File: config.mk
export PLATFORM = sky130hd
export DESIGN_NAME = cpu_bus_initiator
export DESIGN_NICKNAME = d
export VERILOG_FILES = /design/src/rtl/tf_bus_pkg.sv /design/src/rtl/bus_timeout_counter.sv /design/src/rtl/cpu_bus_initiator.sv
export SDC_FILE = /design/constraint.sdc
export NUM_CORES = 1
export LEC_CHECK = 0
export ABC_AREA = 1
export CORE_ASPECT_RATIO = 1.5
export CORE_UTILIZATION = 30
export CTS_CLUSTER_SIZE = 8
export DETAILED_ROUTE_END_ITERATION = 8
export GPL_ROUTABILITY_DRIVEN = 0
export PLACE_DENSITY = 0.71
export SLEW_MARGIN = 20
export SYNTH_ARGS = -nofsm -noshare
export SYNTH_HDL_FRONTEND = slang
export SYNTH_SLANG_ARGS = --single-unit
File: constraint.sdc
create_clock -name clkcpu_i -period 3.3 [get_ports clkcpu_i]
set_clock_uncertainty 0.1 [all_clocks]
set_input_delay 0.495 -clock clkcpu_i [delete_from_list [all_inputs] [get_ports clkcpu_i]]
set_output_delay 0.495 -clock clkcpu_i [all_outputs]
set_load 0.01 [all_outputs]
File: src/rtl/tf_bus_pkg.sv
// Shared definitions for the 68020-style local bus: size codes, initiator
// state encoding and default timing parameters.
package tf_bus_pkg;

  localparam logic [1:0] SIZ_LONG  = 2'b00;
  localparam logic [1:0] SIZ_BYTE  = 2'b01;
  localparam logic [1:0] SIZ_WORD  = 2'b10;
  localparam logic [1:0] SIZ_3BYTE = 2'b11;

  localparam int DEFAULT_TIMEOUT  = 64;
  localparam int DEFAULT_IDLE_GAP = 1;

  typedef enum logic [2:0] {
    ST_IDLE    = 3'd0,
    ST_ADDR    = 3'd1,
    ST_STROBE  = 3'd2,
    ST_WAIT    = 3'd3,
    ST_TERM    = 3'd4,
    ST_RECOVER = 3'd5
  } init_state_t;

endpackage

File: src/rtl/bus_timeout_counter.sv
// Bus cycle watchdog: counts enabled cycles from a clear and flags the
// terminal count TIMEOUT_CYCLES - 1; holds there until cleared.
module bus_timeout_counter #(
  parameter int TIMEOUT_CYCLES = 64
) (
  input  logic clk_i,
  input  logic rst_i,
  input  logic clear_i,
  input  logic enable_i,
  output logic expire_o
);

  localparam int W = (TIMEOUT_CYCLES > 2) ? $clog2(TIMEOUT_CYCLES) : 1;
  localparam logic [W-1:0] TERMINAL = W'(TIMEOUT_CYCLES - 1);

  logic [W-1:0] cnt_q;

  always_ff @(posedge clk_i or posedge rst_i) begin
    if (rst_i) begin
      cnt_q <= '0;
    end else if (clear_i) begin
      cnt_q <= '0;
    end else if (enable_i && (cnt_q != TERMINAL)) begin
      cnt_q <= cnt_q + 1'b1;
    end
  end

  assign expire_o = (cnt_q == TERMINAL);

endmodule

File: src/rtl/cpu_bus_initiator.sv
// Single-beat 68020-style bus master: runs one AS20/DS20 cycle per request,
// ends it on READY_N or on timeout, then holds AS20 high for IDLE_GAP cycles.
//
// state   | meaning
// IDLE    | waiting for REQ, request captured on REQ
// ADDR    | A/SIZ/RW20 (and write data) driven, strobes high
// STROBE  | AS20 low; DS20 low for reads; watchdog starts
// WAIT    | strobes low, READY_N or watchdog ends the cycle
// TERM    | strobes released, ACK or ERR pulse
// RECOVER | AS20 held high before the next capture
module cpu_bus_initiator
  import tf_bus_pkg::*;
#(
  parameter int TIMEOUT_CYCLES = DEFAULT_TIMEOUT,
  parameter int IDLE_GAP       = DEFAULT_IDLE_GAP
) (
  input  logic        clkcpu_i,
  input  logic        reset_i,
  input  logic        req_i,
  input  logic        req_rw_i,
  input  logic [23:0] req_addr_i,
  input  logic [1:0]  req_siz_i,
  input  logic [31:0] req_wdata_i,
  output logic        ack_o,
  output logic        err_o,
  output logic [31:0] rdata_o,
  output logic        busy_o,
  output logic [23:0] a_o,
  output logic [1:0]  siz_o,
  output logic        as20_o,
  output logic        ds20_o,
  output logic        rw20_o,
  output logic [31:0] d_out_o,
  output logic        d_oe_o,
  input  logic [31:0] d_in_i,
  input  logic        ready_n_i
);

  localparam int GW = (IDLE_GAP > 1) ? $clog2(IDLE_GAP) : 1;

  init_state_t   state_q, state_d;
  logic [23:0]   addr_q;
  logic [1:0]    siz_q;
  logic          rw_q;
  logic [31:0]   wdata_q;
  logic [31:0]   rdata_q;
  logic          ok_q;
  logic [GW-1:0] gap_q;
  logic          expire;

  // Watchdog reads 0 during STROBE, so it hits TIMEOUT_CYCLES - 1 on the
  // last WAIT cycle, TIMEOUT_CYCLES cycles after AS20 fell.
  bus_timeout_counter #(
    .TIMEOUT_CYCLES(TIMEOUT_CYCLES)
  ) u_timeout (
    .clk_i   (clkcpu_i),
    .rst_i   (reset_i),
    .clear_i (state_q == ST_ADDR),
    .enable_i((state_q == ST_STROBE) || (state_q == ST_WAIT)),
    .expire_o(expire)
  );

  always_ff @(posedge clkcpu_i or posedge reset_i) begin
    if (reset_i) begin
      state_q <= ST_IDLE;
      addr_q  <= '0;
      siz_q   <= SIZ_LONG;
      rw_q    <= 1'b1;
      wdata_q <= '0;
      rdata_q <= '0;
      ok_q    <= 1'b0;
      gap_q   <= '0;
    end else begin
      state_q <= state_d;
      if ((state_q == ST_IDLE) && req_i) begin
        addr_q  <= req_addr_i;
        siz_q   <= req_siz_i;
        rw_q    <= req_rw_i;
        wdata_q <= req_wdata_i;
      end
      if (state_q == ST_WAIT) begin
        ok_q <= ~ready_n_i;
        if (!ready_n_i && rw_q) rdata_q <= d_in_i;
      end
      if (state_q == ST_TERM) begin
        gap_q <= GW'(IDLE_GAP - 1);
      end else if ((state_q == ST_RECOVER) && (gap_q != '0)) begin
        gap_q <= gap_q - 1'b1;
      end
    end
  end

  always_comb begin
    state_d = state_q;
    unique case (state_q)
      ST_IDLE:    if (req_i) state_d = ST_ADDR;
      ST_ADDR:    state_d = ST_STROBE;
      ST_STROBE:  state_d = ST_WAIT;
      ST_WAIT:    if (!ready_n_i || expire) state_d = ST_TERM;
      ST_TERM:    state_d = ST_RECOVER;
      ST_RECOVER: if (gap_q == '0) state_d = ST_IDLE;
      default:    state_d = ST_IDLE;
    endcase
  end

  always_comb begin
    as20_o = 1'b1;
    ds20_o = 1'b1;
    d_oe_o = 1'b0;
    ack_o  = 1'b0;
    err_o  = 1'b0;
    busy_o = (state_q != ST_IDLE);
    unique case (state_q)
      ST_ADDR:   d_oe_o = ~rw_q;
      ST_STROBE: begin
        as20_o = 1'b0;
        ds20_o = ~rw_q;
        d_oe_o = ~rw_q;
      end
      ST_WAIT: begin
        as20_o = 1'b0;
        ds20_o = 1'b0;
        d_oe_o = ~rw_q;
      end
      ST_TERM: begin
        ack_o = ok_q;
        err_o = ~ok_q;
      end
      default: ;
    endcase
  end

  assign a_o     = addr_q;
  assign siz_o   = siz_q;
  assign rw20_o  = rw_q;
  assign d_out_o = wdata_q;
  assign rdata_o = rdata_q;

endmodule

==> metrics.txt <==
worst path required time=2700 ps; die height=150 um; asr flop ratio synth=100%; max-cap violations=0; Setup CP Type=register to output pin; count leader, synth=nand2_1; Syn Std Cell Area=0.00436 mm2; Power Density=843 mW/mm2; Post-Layout Cell Count=855; number of global-route vias before repair=3566; Routed WL=10700 um; number of synthesized flops with an enable pin=0; H-Tree Depth=3; sequential cell area fraction in the yosys report=58.6%; Synth area leaders=dfrtp_1, nand2_1, inv_1; CTS tree=yes; RSZ-0062 raised after global routing=false; Finished Core Util=47.5%; DR vias=3569; Clock Tree Buf Depth=2; worst hold path class=register to register; area leader, netlist=dfrtp_1; Warnings, synthesis=0; Detailed Routing Iterations Pass 1=6; total CTS buffers=9; Cells after Synth=471; Post-CTS Hold Buffers=0; core area=0.0141 mm2; Critical Path Start Type=register; starting density of the core=30.9%; remaining global-route overflow=0; Yosys cell types=27; DP HPWL=7960 um; register bit count reported by yosys=102; CP arrival=1870 ps; Slew HR=48.4%; CP max FO=6; Post-layout nets=753; minimum clock period=2470 ps; placed cells=838; DP Worst Slack=983 ps; Worst Setup Slack, final=834 ps; syn nets=567; Pleak=3.26 nW; port bufs=191; Max VDD drop=0.341 mV; latest clock arrival within the worst-skew pair=330 ps; Synth top area share=58.0%; Pins Over Slew Limit=0; Final setup viols=0; area grow syn2layout=54.0%; actual slew at the worst max-slew pin=774 ps; Resize count post-CTS=0; Residual DRC=0; first-pass GRT wire length=16800 um; GRT Overall Usage=14.1%; Post-CTS Setup Bufs=0; die width=100 um; Commonest cells post-synth=nand2_1, inv_1, dfrtp_1; Most used DFF post-synth=dfrtp_1; fillers=1374; IO Pins=192; Initial DRC Count=86; fmax=406 MHz; layout cell share with drive strength beyond 1=8.91%; root buffer cell=clkbuf_16; initial antenna violation count=1; die area=0.0150 mm2; Setup TNS=0 ps; Setup crit end kind=output pin; status=complete, no violations; DR vias/cell=4.17; Final period util=74.7%; Design Power=5.66 mW; clock sinks=102; register area=0.00255 mm2; Rows=53; Antenna Nets Post-Route=0; Avg Cell Area, Syn=9.26 um2; area of the multi-input gates=0.00127 mm2; largest net degree at the start of global routing=65; CTS clock-pin slew for the worst setup and hold paths=70 ps; Hold Fails Final Rpt=0; Wirelength per Cell=12.5 um
-- flip-flops by register name (all words and copies together), names as in the netlist --
signal	flops
siz_o	2
state_q	3
ok_q	1
gap_q	1
u_timeout.cnt_q	6
d_out_o	32
rdata_o	32
a_o	24
rw20_o	1
-- kinds of logic after synthesis --
| group | synth area share [%] |
|---|---|
| xor+xnor | 0.201 |
| simple gates | 13.8 |
| fa+ha+maj | 0.287 |
| compound gates | 14.8 |
| flops | 58.6 |
| buf+inv | 12.3 |
-- worst max-delay path, cell delays in order (launching register included) --
cell and delay [ps]:
dfrtp_1 460, inv_1 130, nor2_2 240, o21ai_0 180
clkdlybuf4s50_1 530
-- routing by layer --
metal  track usage [%]  up-vias  wire length [um]
met5                 0        -                 0
met4              4.78        0               162
met3              3.04       10               580
met2              25.3      122              5530
met1              16.6     1634              4390
li1                  -     1803                 -
-- layout by cell type, fill, tap and decap left out, drive strengths merged, types with 2 or more instances in the layout --
cell type	n
clkbuf	11
dfrtp	101
buf	3
inv	105
clkdlybuf4s50	191
a21boi	3
clkinvlp	2
nand3	8
o21ai	93
nand4	6
a21oi	5
nand2	115
nor2	11
-- final cells by class --
type / instances / area share (%)
inverter: 104 / 5.89
clock inverter: 5 / 0.876
timing repair buffer: 194 / 29.2
tap: 192 / 3.58
sequential: 102 / 38.0
antenna: 1 / 0.0373
clock buffer: 11 / 3.47
multi-input combinational: 246 / 18.9
-- power by group --
part	switching (mW)	internal (mW)	leakage, nW
Sequential	0.351	1.80	1.28
Combinational	1.12	1.34	1.84
Clock	0.460	0.591	0.136
Total	1.93	3.73	3.26
-- final timing paths --
check / from / endpoint / depth (start not counted) / slack (ps)
worst max-delay path: state_q[1] / ds20_o / 4 / 830
worst min-delay path: rdata_o[27] / rdata_o[27] / 2 / 380
worst max register to register: state_q[0] / d_out_o[5] / 5 / 1370
worst min register to register: rdata_o[27] / rdata_o[27] / 2 / 380
max in group asynchronous: reset_i / a_o[17] / 3 / 1900
min in group asynchronous: reset_i / d_out_o[12] / 2 / 500
-- stage by stage --
step           instance area [um2]  hold WS, ps
6_report                      6710          378
5_1_grt                       6710          403
4_1_cts                       6710          383
3_5_place_dp                  6420          366
3_3_place_gp                  6420          364
2_1_floorplan                 4360          367
No activity file was read; power rests on OpenSTA's default activity.
